`config.mk`:
```
export PLATFORM = sky130hd
export DESIGN_NAME = main_fsm
export DESIGN_NICKNAME = d
export VERILOG_FILES = /design/src/rtl/main_fsm_pkg.sv /design/src/rtl/main_fsm_alu_decoder.sv /design/src/rtl/main_fsm.sv
export SDC_FILE = /design/constraint.sdc
export NUM_CORES = 1
export LEC_CHECK = 0
export ABC_AREA = 1
export ABC_CLOCK_PERIOD_IN_PS = 1600
export CORE_AREA = 4 4 41 43
export DETAILED_ROUTE_END_ITERATION = 6
export DIE_AREA = 0 0 45 47
export DONT_BUFFER_PORTS = 1
export PLACE_DENSITY = 0.64
export SYNTH_ARGS = -nofsm -noshare
export SYNTH_HDL_FRONTEND = slang
export SYNTH_SLANG_ARGS = --single-unit
```
`constraint.sdc`:
```
create_clock -name clk -period 1.6 [get_ports clk]
set_clock_uncertainty 0.05 [all_clocks]
set_input_delay 0.16 -clock clk [delete_from_list [all_inputs] [get_ports clk]]
set_output_delay 0.16 -clock clk [all_outputs]
set_load 0.01 [all_outputs]
```
`src/rtl/main_fsm_pkg.sv`:
```
// Shared encodings for the multicycle ARM control FSM: state names,
// datapath select codes, ALU operation codes and instruction field constants.
package main_fsm_pkg;

    // Controller states; numbering is fixed so traces line up with older dumps.
    typedef enum logic [3:0] {
        FETCH   = 4'd0,
        DECODE  = 4'd1,
        MEMADR  = 4'd2,
        MEMRD   = 4'd3,
        MEMWB   = 4'd4,
        MEMWR   = 4'd5,
        EXECR   = 4'd6,
        EXECI   = 4'd7,
        ALUWB   = 4'd8,
        BRANCH  = 4'd9,
        UNKNOWN = 4'd10
    } state_t;

    // ALU B-operand select
    localparam logic [1:0] SRCB_REG  = 2'b00;
    localparam logic [1:0] SRCB_IMM  = 2'b01;
    localparam logic [1:0] SRCB_FOUR = 2'b10;

    // Result bus select
    localparam logic [1:0] RES_ALUOUT = 2'b00;
    localparam logic [1:0] RES_DATA   = 2'b01;
    localparam logic [1:0] RES_ALU    = 2'b10;

    // ALU operation codes
    localparam logic [1:0] ALU_ADD = 2'b00;
    localparam logic [1:0] ALU_SUB = 2'b01;
    localparam logic [1:0] ALU_AND = 2'b10;
    localparam logic [1:0] ALU_ORR = 2'b11;

    // Data-processing cmd field values the core implements
    localparam logic [3:0] CMD_AND = 4'b0000;
    localparam logic [3:0] CMD_SUB = 4'b0010;
    localparam logic [3:0] CMD_ADD = 4'b0100;
    localparam logic [3:0] CMD_CMP = 4'b1010;
    localparam logic [3:0] CMD_ORR = 4'b1100;

    // Instruction class (instr[27:26])
    localparam logic [1:0] OP_DP  = 2'b00;
    localparam logic [1:0] OP_MEM = 2'b01;
    localparam logic [1:0] OP_BR  = 2'b10;
    localparam logic [1:0] OP_ILL = 2'b11;

endpackage

```
`src/rtl/main_fsm_alu_decoder.sv`:
```
// Combinational ALU decoder: turns the data-processing cmd field into an
// ALU operation, flag-write mask, CMP write suppression and a legality flag.
module alu_decoder
    import main_fsm_pkg::*;
(
    input  logic [3:0] cmd,
    input  logic       s,
    input  logic       dp,
    input  logic       alu_active,
    input  logic       flag_active,
    output logic [1:0] alu_control,
    output logic [1:0] flag_w,
    output logic       no_write,
    output logic       legal
);

    logic [1:0] op_sel;
    logic       arith;

    // Map cmd to ALU op; arith marks ops that produce meaningful C/V flags.
    always_comb begin
        op_sel = ALU_ADD;
        arith  = 1'b0;
        legal  = 1'b1;
        case (cmd)
            CMD_ADD: begin
                op_sel = ALU_ADD;
                arith  = 1'b1;
            end
            CMD_SUB: begin
                op_sel = ALU_SUB;
                arith  = 1'b1;
            end
            CMD_CMP: begin
                op_sel = ALU_SUB;
                arith  = 1'b1;
            end
            CMD_AND: op_sel = ALU_AND;
            CMD_ORR: op_sel = ALU_ORR;
            default: legal = 1'b0;
        endcase
    end

    // Outside the ALU states the ALU is just an adder for PC arithmetic.
    assign alu_control = alu_active ? op_sel : ALU_ADD;
    assign flag_w      = flag_active ? {s, s & arith} : 2'b00;
    assign no_write    = dp & (cmd == CMD_CMP);

endmodule

```
`src/rtl/main_fsm.sv`:
```
// Multicycle control FSM for the ARM core. Steps each instruction through
// fetch/decode/execute/memory/writeback and produces the datapath selects
// plus raw write strobes that the conditional-execution logic gates later.
module main_fsm
    import main_fsm_pkg::*;
(
    input  logic       clk,
    input  logic       reset,
    input  logic [1:0] Op,
    input  logic [5:0] Funct,
    input  logic [3:0] Rd,
    output logic       IRWrite,
    output logic       NextPC,
    output logic       AdrSrc,
    output logic       ALUSrcA,
    output logic [1:0] ALUSrcB,
    output logic [1:0] ResultSrc,
    output logic [1:0] ALUControl,
    output logic [1:0] FlagW,
    output logic       PCS,
    output logic       RegW,
    output logic       MemW,
    output logic       NoWrite,
    output logic       Illegal
);

    state_t     state;
    state_t     state_next;

    logic [3:0] cmd;
    logic       imm;
    logic       s_bit;
    logic       is_dp;
    logic       cmd_legal;
    logic       alu_active;
    logic       flag_active;
    logic [1:0] dec_flag_w;

    logic       ir_write_raw;
    logic       next_pc_raw;
    logic       reg_w_raw;
    logic       mem_w_raw;
    logic       pcs_raw;

    assign cmd   = Funct[4:1];
    assign imm   = Funct[5];
    assign s_bit = Funct[0];
    assign is_dp = (Op == OP_DP);

    assign alu_active  = (state == EXECR) || (state == EXECI) || (state == ALUWB);
    assign flag_active = (state == EXECR) || (state == EXECI);

    alu_decoder u_alu_decoder (
        .cmd         (cmd),
        .s           (s_bit),
        .dp          (is_dp),
        .alu_active  (alu_active),
        .flag_active (flag_active),
        .alu_control (ALUControl),
        .flag_w      (dec_flag_w),
        .no_write    (NoWrite),
        .legal       (cmd_legal)
    );

    // State register; reset drops straight back to FETCH, even mid-instruction.
    always_ff @(posedge clk or negedge reset) begin
        if (!reset) begin
            state <= FETCH;
        end else begin
            state <= state_next;
        end
    end

    // Sticky illegal flag, raised in the same edge that enters UNKNOWN.
    always_ff @(posedge clk or negedge reset) begin
        if (!reset) begin
            Illegal <= 1'b0;
        end else if (state_next == UNKNOWN) begin
            Illegal <= 1'b1;
        end
    end

    // Next-state selection; instruction fields only matter in DECODE and MEMADR.
    always_comb begin
        state_next = state;
        case (state)
            FETCH:   state_next = DECODE;
            DECODE: begin
                case (Op)
                    OP_MEM: state_next = MEMADR;
                    OP_BR:  state_next = BRANCH;
                    OP_DP: begin
                        if (!cmd_legal) begin
                            state_next = UNKNOWN;
                        end else if (imm) begin
                            state_next = EXECI;
                        end else begin
                            state_next = EXECR;
                        end
                    end
                    OP_ILL: state_next = UNKNOWN;
                endcase
            end
            MEMADR:  state_next = s_bit ? MEMRD : MEMWR;
            MEMRD:   state_next = MEMWB;
            MEMWB:   state_next = FETCH;
            MEMWR:   state_next = FETCH;
            EXECR:   state_next = ALUWB;
            EXECI:   state_next = ALUWB;
            ALUWB:   state_next = FETCH;
            BRANCH:  state_next = FETCH;
            UNKNOWN: state_next = UNKNOWN;
            default: state_next = FETCH;
        endcase
    end

    // Moore datapath selects and raw enables for each state.
    always_comb begin
        ir_write_raw = 1'b0;
        next_pc_raw  = 1'b0;
        reg_w_raw    = 1'b0;
        mem_w_raw    = 1'b0;
        pcs_raw      = 1'b0;
        AdrSrc       = 1'b0;
        ALUSrcA      = 1'b0;
        ALUSrcB      = SRCB_REG;
        ResultSrc    = RES_ALUOUT;
        case (state)
            FETCH: begin
                ir_write_raw = 1'b1;
                next_pc_raw  = 1'b1;
                ALUSrcA      = 1'b1;
                ALUSrcB      = SRCB_FOUR;
                ResultSrc    = RES_ALU;
            end
            DECODE: begin
                ALUSrcA   = 1'b1;
                ALUSrcB   = SRCB_FOUR;
                ResultSrc = RES_ALU;
            end
            MEMADR: ALUSrcB = SRCB_IMM;
            MEMRD:  AdrSrc  = 1'b1;
            MEMWB: begin
                ResultSrc = RES_DATA;
                reg_w_raw = 1'b1;
                pcs_raw   = (Rd == 4'd15);
            end
            MEMWR: begin
                AdrSrc    = 1'b1;
                mem_w_raw = 1'b1;
            end
            EXECR: ALUSrcB = SRCB_REG;
            EXECI: ALUSrcB = SRCB_IMM;
            ALUWB: begin
                reg_w_raw = 1'b1;
                pcs_raw   = (Rd == 4'd15);
            end
            BRANCH: begin
                ALUSrcB   = SRCB_IMM;
                ResultSrc = RES_ALU;
                pcs_raw   = 1'b1;
            end
            default: begin
                ir_write_raw = 1'b0;
            end
        endcase
    end

    // While reset is held every enable is silenced; selects follow FETCH.
    assign IRWrite = reset & ir_write_raw;
    assign NextPC  = reset & next_pc_raw;
    assign RegW    = reset & reg_w_raw;
    assign MemW    = reset & mem_w_raw;
    assign PCS     = reset & pcs_raw;
    assign FlagW   = reset ? dec_flag_w : 2'b00;

endmodule

```
==> results of run 1 <==
worst max-delay path by stage:
stage	startpoint	to	cells after the start
2_1_floorplan	state[2]$_DFF_PN0_	NextPC	4
3_3_place_gp	state[1]$_DFF_PN0_	PCS	7
3_5_place_dp	state[1]$_DFF_PN0_	PCS	7
4_1_cts	state[1]$_DFF_PN0_	PCS	7
5_1_grt	state[1]$_DFF_PN0_	PCS	7
6_report	state[1]$_DFF_PN0_	PCS	7
worst register-to-register path: stages, from the launching register on:
cell and delay, ns:
dfrtp_2 0.43, nor2_4 0.15, buf_4 0.13, nand2_1 0.06, nor2_1 0.09, nor2_1 0.08
a21oi_2 0.10, nand2_1 0.05, nand2_1 0.05
registers in the layout (all words and copies together) (netlist names):
register  cells
Illegal       1
state         4
timing repair:
action,in CTS,in global routing
buffers inserted,0,4
setup endpoints to repair,2,9
gates resized for setup,3,16
endpoints found under the hold margin,5,0
pin swaps,0,2
hold buffers,1,0
logic make-up after synthesis:
logic type | after synthesis | synth area share, %
buffers and inverters | 25 | 18.8
AOI/OAI and AO/OA | 11 | 12.3
DFF | 5 | 24.1
and+or+nand+nor | 55 | 44.8
cell type report:
cell class / count / area (sq um) / area share (%)
Clock buffer: 4 / 26.3 / 4.04
Inverter: 24 / 92.6 / 14.2
Multi-Input combinational cell: 66 / 328 / 50.4
Sequential cell: 5 / 130 / 20.0
Tap cell: 15 / 18.8 / 2.88
Timing Repair Buffer: 7 / 55.1 / 8.46
power by group:
group	internal [mW]	switching, mW	total, mW
Combinational	0.236	0.452	0.688
Clock	0.0941	0.0484	0.142
Sequential	0.179	0.0690	0.248
Total	0.509	0.569	1.08
layout by cell type, fill, tap and decap left out:
cell type and count:
nand3_1 7, nand2_2 2, nand2_1 21, nor3_1 3, nor2_2 3, nand2_4 1, a21oi_2 3, buf_4 6
dlygate4sd3_1 1, o21ai_1 1, clkbuf_4 3, dfrtp_2 4, inv_1 20, a21oi_1 2, inv_4 1, clkbuf_1 1
nor2_4 1, o21ai_2 1, nand4_1 1, o21ai_0 2, nand3b_1 1, o211ai_1 2, dfrtp_1 1, inv_2 3
nor2_1 15
layer usage:
metal | routed length [um] | vias to the layer above | part of all wire, %
met1 | 575 | 246 | 42
met2 | 647 | 22 | 47
met3 | 142 | 0 | 10
met5 | 0 | - | 0
met4 | 0 | 0 | 0
li1 | - | 311 | -
metrics by stage:
| step | cells | worst slack [ns] |
|---|---|---|
| floorplan | 96 | 0.212 |
| global placement | 112 | 0.228 |
| detailed placement | 112 | 0.197 |
| CTS | 117 | 0.00108 |
| global route | 121 | -0.00666 |
| finish | 121 | 0.0525 |
==> flow_summary_export.csv, run 1 <==
group,metric,value,unit
status,status,"completed",
synth,synth_top_area_share,24.1,%
sta,relSlewSlack,74.5,%
sta,fmax,0.646,GHz
place,place_hpwl,1.07,mm
setup_path,cp.arrival,1.34,ns
hold_path,hold_path.class,"in -> reg",
setup_path,criticalPathCategory,"reg -> out",
sta,hold-worst-slack,0.00236,ns
cts,htreeDepth,1,
setup_path,reg2reg_from,"state[3]$_DFF_PN0_",
cells_and_area,fill_cells,146,
synth,synth.most_common_cell,"nand2_1",
hold_path,holdPathStages,1,
place,gp_congestion,0.929,
synth,synth-seq-area-share,24.1,%
sta,hold_viol_final,0,
floorplan,pin_count,31,
place,port_buffers,0,
power,vdd_drop_max,475,uV
setup_path,start_kind,"register",
synth,syn_nets,110,
drt,dr.first_iter.drc_count,5,
cells_and_area,nNetsFinal,121,
setup_path,crit_slowest_cell,"dfrtp_2",
sta,tightest_slew,0.379,ns
synth,synth_top_cell_by_area,"dfrtp_1",
setup_path,timing.rr.end,"Illegal$_DFFE_PN0N_",
setup_path,r2r_slack,0.35,ns
cells_and_area,drive_gt1_share,26.4,%
synth,synthDistinctLibCells,15,
floorplan,die_y,47,um
setup_path,critPathMostFrequentCell,"a21oi_2",
synth,avgSynthCellArea,5.41,sq um
synth,synth_area_leaders,"dfrtp_1 24%, nand2_1 17%, inv_1 17%, nor2_1 12%, nand3_1 6.7%",
drt,antenna_left,0,
grt,use_met2,21.8,%
synth,synthFlopType,"dfrtp_1",
drt,wl_per_cell,11.3,um
cells_and_area,fin_area,651,sq um
cts,cts_root_buf,"clkbuf_4",
cts,clkLatencyLatePin,0.24,ns
grt,grt.met1_usage,15.0,%
setup_path,slowest_delay,0.45,ns
grt,grt_pass1_wl,2.04,mm
cells_and_area,syn_to_final_growth,25.3,%
setup_path,rr_worst_depth,8,
power,finalPower,1.08,mW
drt,dr.pass1.iters,4,
cells_and_area,diodes,0,
drt,viasPerCell,4.79,
sta,period_needed,1.55,ns
grt,grt_usage,13.0,%
power,power.density,1660,nW/um^2
cts,cts_made_buffers,3,
sta,finalCritPeriodShare,96.7,%
grt,grt_pass1_vias,525,
synth,synth-async-reset-ratio,100,%
floorplan,rows,13,
sta,slew_violations,0,
synth,synth_edf_count,0,
grt,grt_overflow,0,
sta,rsz0062_at_grt,"true",
setup_path,crit_family,"flip-flops",
setup_path,cp_cell_sequence,"inv_4 > nand2_4 > a21oi_2 > inv_1 > nor2_1 > nand2_1 > a21oi_2",
grt,antenna_found_initial,0,
power,p_leak,0.363,nW
grt,grt.busiest_layer,"met2",
synth,yosysWarnings,0,
floorplan,initial_core_util,39.9,%
setup_path,crit_path_max_fanout,6,
grt,grt_use_met3,3.45,%
synth,syn_inst,96,
floorplan,die_area,2120,sq um
setup_path,cp.required,1.39,ns
floorplan,design.core.area,1300,sq um
grt,grt_max_degree,8,
synth,syn_area,519,sq um
sta,tns,0,ns
hold_path,hp-start,"Funct[0]",
sta,finalSetupViolCount,0,
synth,synth_common_cells,"24 x nand2_1, 23 x inv_1, 16 x nor2_1",
synth,ys_seq_elements,5,
cts,cts_buffer_depth,2,
floorplan,die_w,45,um
drt,drc,0,
cts,cts.sinks,5,
drt,wl,1.37,mm
drt,vias,579,
setup_path,crit_buf_inv,2,
setup_path,crit_path_end_kind,"output port",
cts,path_clk_slew,0.04,ns
cells_and_area,post-route-util,50.0,%
place,post_dp_cell_area,546,sq um
cts,cts_tree,"yes",
job,drv_cap,0,
hold_path,min_to,"state[2]$_DFF_PN0_",
Note: power is estimated with default switching activity, not from simulation.
==> run 2, diff against run 1 <==
--- a/config.mk
+++ b/config.mk
@@ -7,11 +7,11 @@
 export LEC_CHECK = 0
 export ABC_AREA = 1
 export ABC_CLOCK_PERIOD_IN_PS = 1600
-export CORE_AREA = 4 4 41 43
+export CORE_MARGIN = 4
+export CORE_UTILIZATION = 36
 export DETAILED_ROUTE_END_ITERATION = 6
-export DIE_AREA = 0 0 45 47
 export DONT_BUFFER_PORTS = 1
-export PLACE_DENSITY = 0.64
+export PLACE_DENSITY = 0.61
 export SYNTH_ARGS = -nofsm -noshare
 export SYNTH_HDL_FRONTEND = slang
 export SYNTH_SLANG_ARGS = --single-unit
==> run 2 against run 1 <==
  * Critical path depth stayed put
  * Clock power about the same
  * Count of clock-buffer cells in the layout is the same
  * Sequential cell count unchanged
  * Combinational power decreased by 4.7%
  * Sequential power about the same
  * Non-clock buffer count unchanged
  * Global-route usage about the same
  * Highest routed layer unchanged
==> flow_summary_export.csv, run 2 (same netlist as run 1, synthesis figures left out) <==
group,metric,value,unit
setup_path,crit_path_end_kind,"output port",
hold_path,holdPathStages,1,
setup_path,criticalPathCategory,"reg -> out",
cells_and_area,fill_cells,154,
cells_and_area,final_cell_mix,"21 x nand2_1, 19 x inv_1, 15 x nor2_1, 7 x nand3_1, 6 x buf_4",
power,p_switching,0.544,mW
floorplan,pin_count,31,
sta,period_needed,1.55,ns
setup_path,reg2reg_from,"state[0]$_DFF_PN0_",
cts,cts.sinks,5,
drt,vias,597,
drt,wl,1.31,mm
grt,grt_overflow,0,
hold_path,min_to,"state[2]$_DFF_PN0_",
cts,htreeDepth,1,
job,drv_cap,0,
place,port_buffers,0,
drt,wl_met2,592,um
power,sequentialPowerShare,23.8,%
drt,top_layer,"met3",
cells_and_area,multi_input_area,319,sq um
cells_and_area,largest_registers,"state: 4 flops, Illegal: 1 flops",
cells_and_area,nNetsFinal,121,
power,power.density,1630,nW/um^2
sta,fmax,0.646,GHz
power,clock_power_share,13.4,%
grt,grt_max_degree,8,
sta,finalSetupViolCount,0,
hold_path,hp-start,"Funct[0]",
setup_path,timing.rr.end,"Illegal$_DFFE_PN0N_",
grt,grt_pass1_wl,2.08,mm
cells_and_area,finalNonFillerCells,121,
floorplan,die_w,46.0,um
drt,antenna_left,0,
grt,grt_pass1_vias,560,
sta,rsz0062_at_grt,"true",
grt,grt_usage,13.0,%
grt,antenna_found_initial,0,
place,place_hpwl,1.03,mm
floorplan,initial_core_util,38.9,%
drt,viasPerCell,4.93,
setup_path,cp.required,1.39,ns
place,gp_congestion,0.851,
setup_path,crit_path_max_fanout,4,
cts,cts_buffer_depth,2,
cts,cts_root_buf,"clkbuf_4",
sta,relSlewSlack,76.5,%
cells_and_area,largest_reg_flops,4,
cells_and_area,syn_to_final_growth,23.4,%
hold_path,hold_path.class,"in -> reg",
place,dp.cells,112,
power,finalPower,1.05,mW
power,p_leak,0.358,nW
drt,drc,0,
cts,clkLatencyLatePin,0.23,ns
drt,dr.pass1.iters,5,
drt,wl_met3,141,um
sta,slew_violations,0,
sta,finalCritPeriodShare,96.8,%
cells_and_area,regArea,129,sq um
setup_path,rr_worst_depth,9,
power,swShare,52.1,%
power,intPower,0.501,mW
floorplan,die_y,46.0,um
setup_path,r2r_slack,0.32,ns
setup_path,cp.arrival,1.34,ns
cts,cts_made_buffers,3,
floorplan,die_area,2110,sq um
cells_and_area,diodes,0,
cells_and_area,drive_gt1_share,25.5,%
setup_path,start_kind,"register",
cts,path_clk_slew,0.04,ns
drt,wl_per_cell,10.8,um
sta,tightest_slew,0.349,ns
sta,hold_viol_final,0,
cells_and_area,layout_commonest_cell,"nand2_1",
drt,dr.first_iter.drc_count,9,
power,vdd_drop_max,453,uV
cts,cts_tree,"yes",
power,combPwrFrac,62.8,%
cells_and_area,largest_register,"state",
status,status,"completed",
floorplan,rows,13,
floorplan,design.core.area,1330,sq um
drt,wl_met1,570,um
==> run 2: cell counts in the layout (fill, tap and decap cells not counted) <==
No cell type changed its count.
==> run 2: how the worst max path moves through the flow <==
| stage | startpoint | endpoint |
|---|---|---|
| finish | state[3]$_DFF_PN0_ | PCS |
| global route | state[3]$_DFF_PN0_ | PCS |
| CTS | state[1]$_DFF_PN0_ | PCS |
| detailed placement | state[0]$_DFF_PN0_ | PCS |
| global placement | state[1]$_DFF_PN0_ | PCS |
| floorplan | state[2]$_DFF_PN0_ | NextPC |
==> run 2: metrics by stage <==
step / utilization [%] / TNS [ns] / setup slack [ns] / instance area (sq um) / hold WS (ns)
finish: 48.0 / 0 / 0.0509 / 641 / 0.00884
global route: 48.0 / -0.145 / -0.0568 / 641 / 0.0152
CTS: 44.0 / 0 / 0.00759 / 587 / 0.0156
detailed placement: 40.9 / 0 / 0.192 / 546 / -0.185
global placement: 40.9 / 0 / 0.225 / 546 / -0.185
floorplan: - / 0 / 0.212 / 519 / -0.186
==> run 2: power by group through the flow <==
| stage | Sequential, mW | Combinational [mW] | Clock [mW] |
|---|---|---|---|
| 6_report | 0.249 | 0.656 | 0.140 |
| 5_1_grt | 0.254 | 0.747 | 0.151 |
| 4_1_cts | 0.229 | 0.537 | 0.143 |
| 3_5_place_dp | 0.226 | 0.526 | 0 |
| 3_3_place_gp | 0.225 | 0.522 | 0 |
| 2_1_floorplan | 0.218 | 0.443 | 0 |
==> run 2: final cells by class <==
| cell class | instances | area share (%) |
|---|---|---|
| clock buffer | 4 | 4.10 |
| inverter | 24 | 14.5 |
| multi-input combinational | 66 | 49.8 |
| sequential | 5 | 20.1 |
| tap | 15 | 2.93 |
| timing repair buffer | 7 | 8.59 |
==> run 2: critical path, stage by stage (launching register included) <==
cell and delay [ns]:
dfrtp_1 0.42, inv_2 0.08, nand2_2 0.08, a21oi_2 0.12, inv_1 0.06, nor2_1 0.08, nand2_1 0.07, a21oi_2 0.18
==> run 2: timing repair <==
item,CTS,global route
endpoints found under the setup margin,1,9
hold buffers,1,0
setup buffers,0,4
hold endpoints to repair,5,0
pin swaps,0,4
resized for setup,3,14
cloned,0,0
==> run 2: layer usage <==
metal  global-route usage, %  up-vias
li1                        -      312
met1                    16.6      258
met2                    22.5       27
met3                   0.395        0
met4                    5.11        0
met5                       0        -
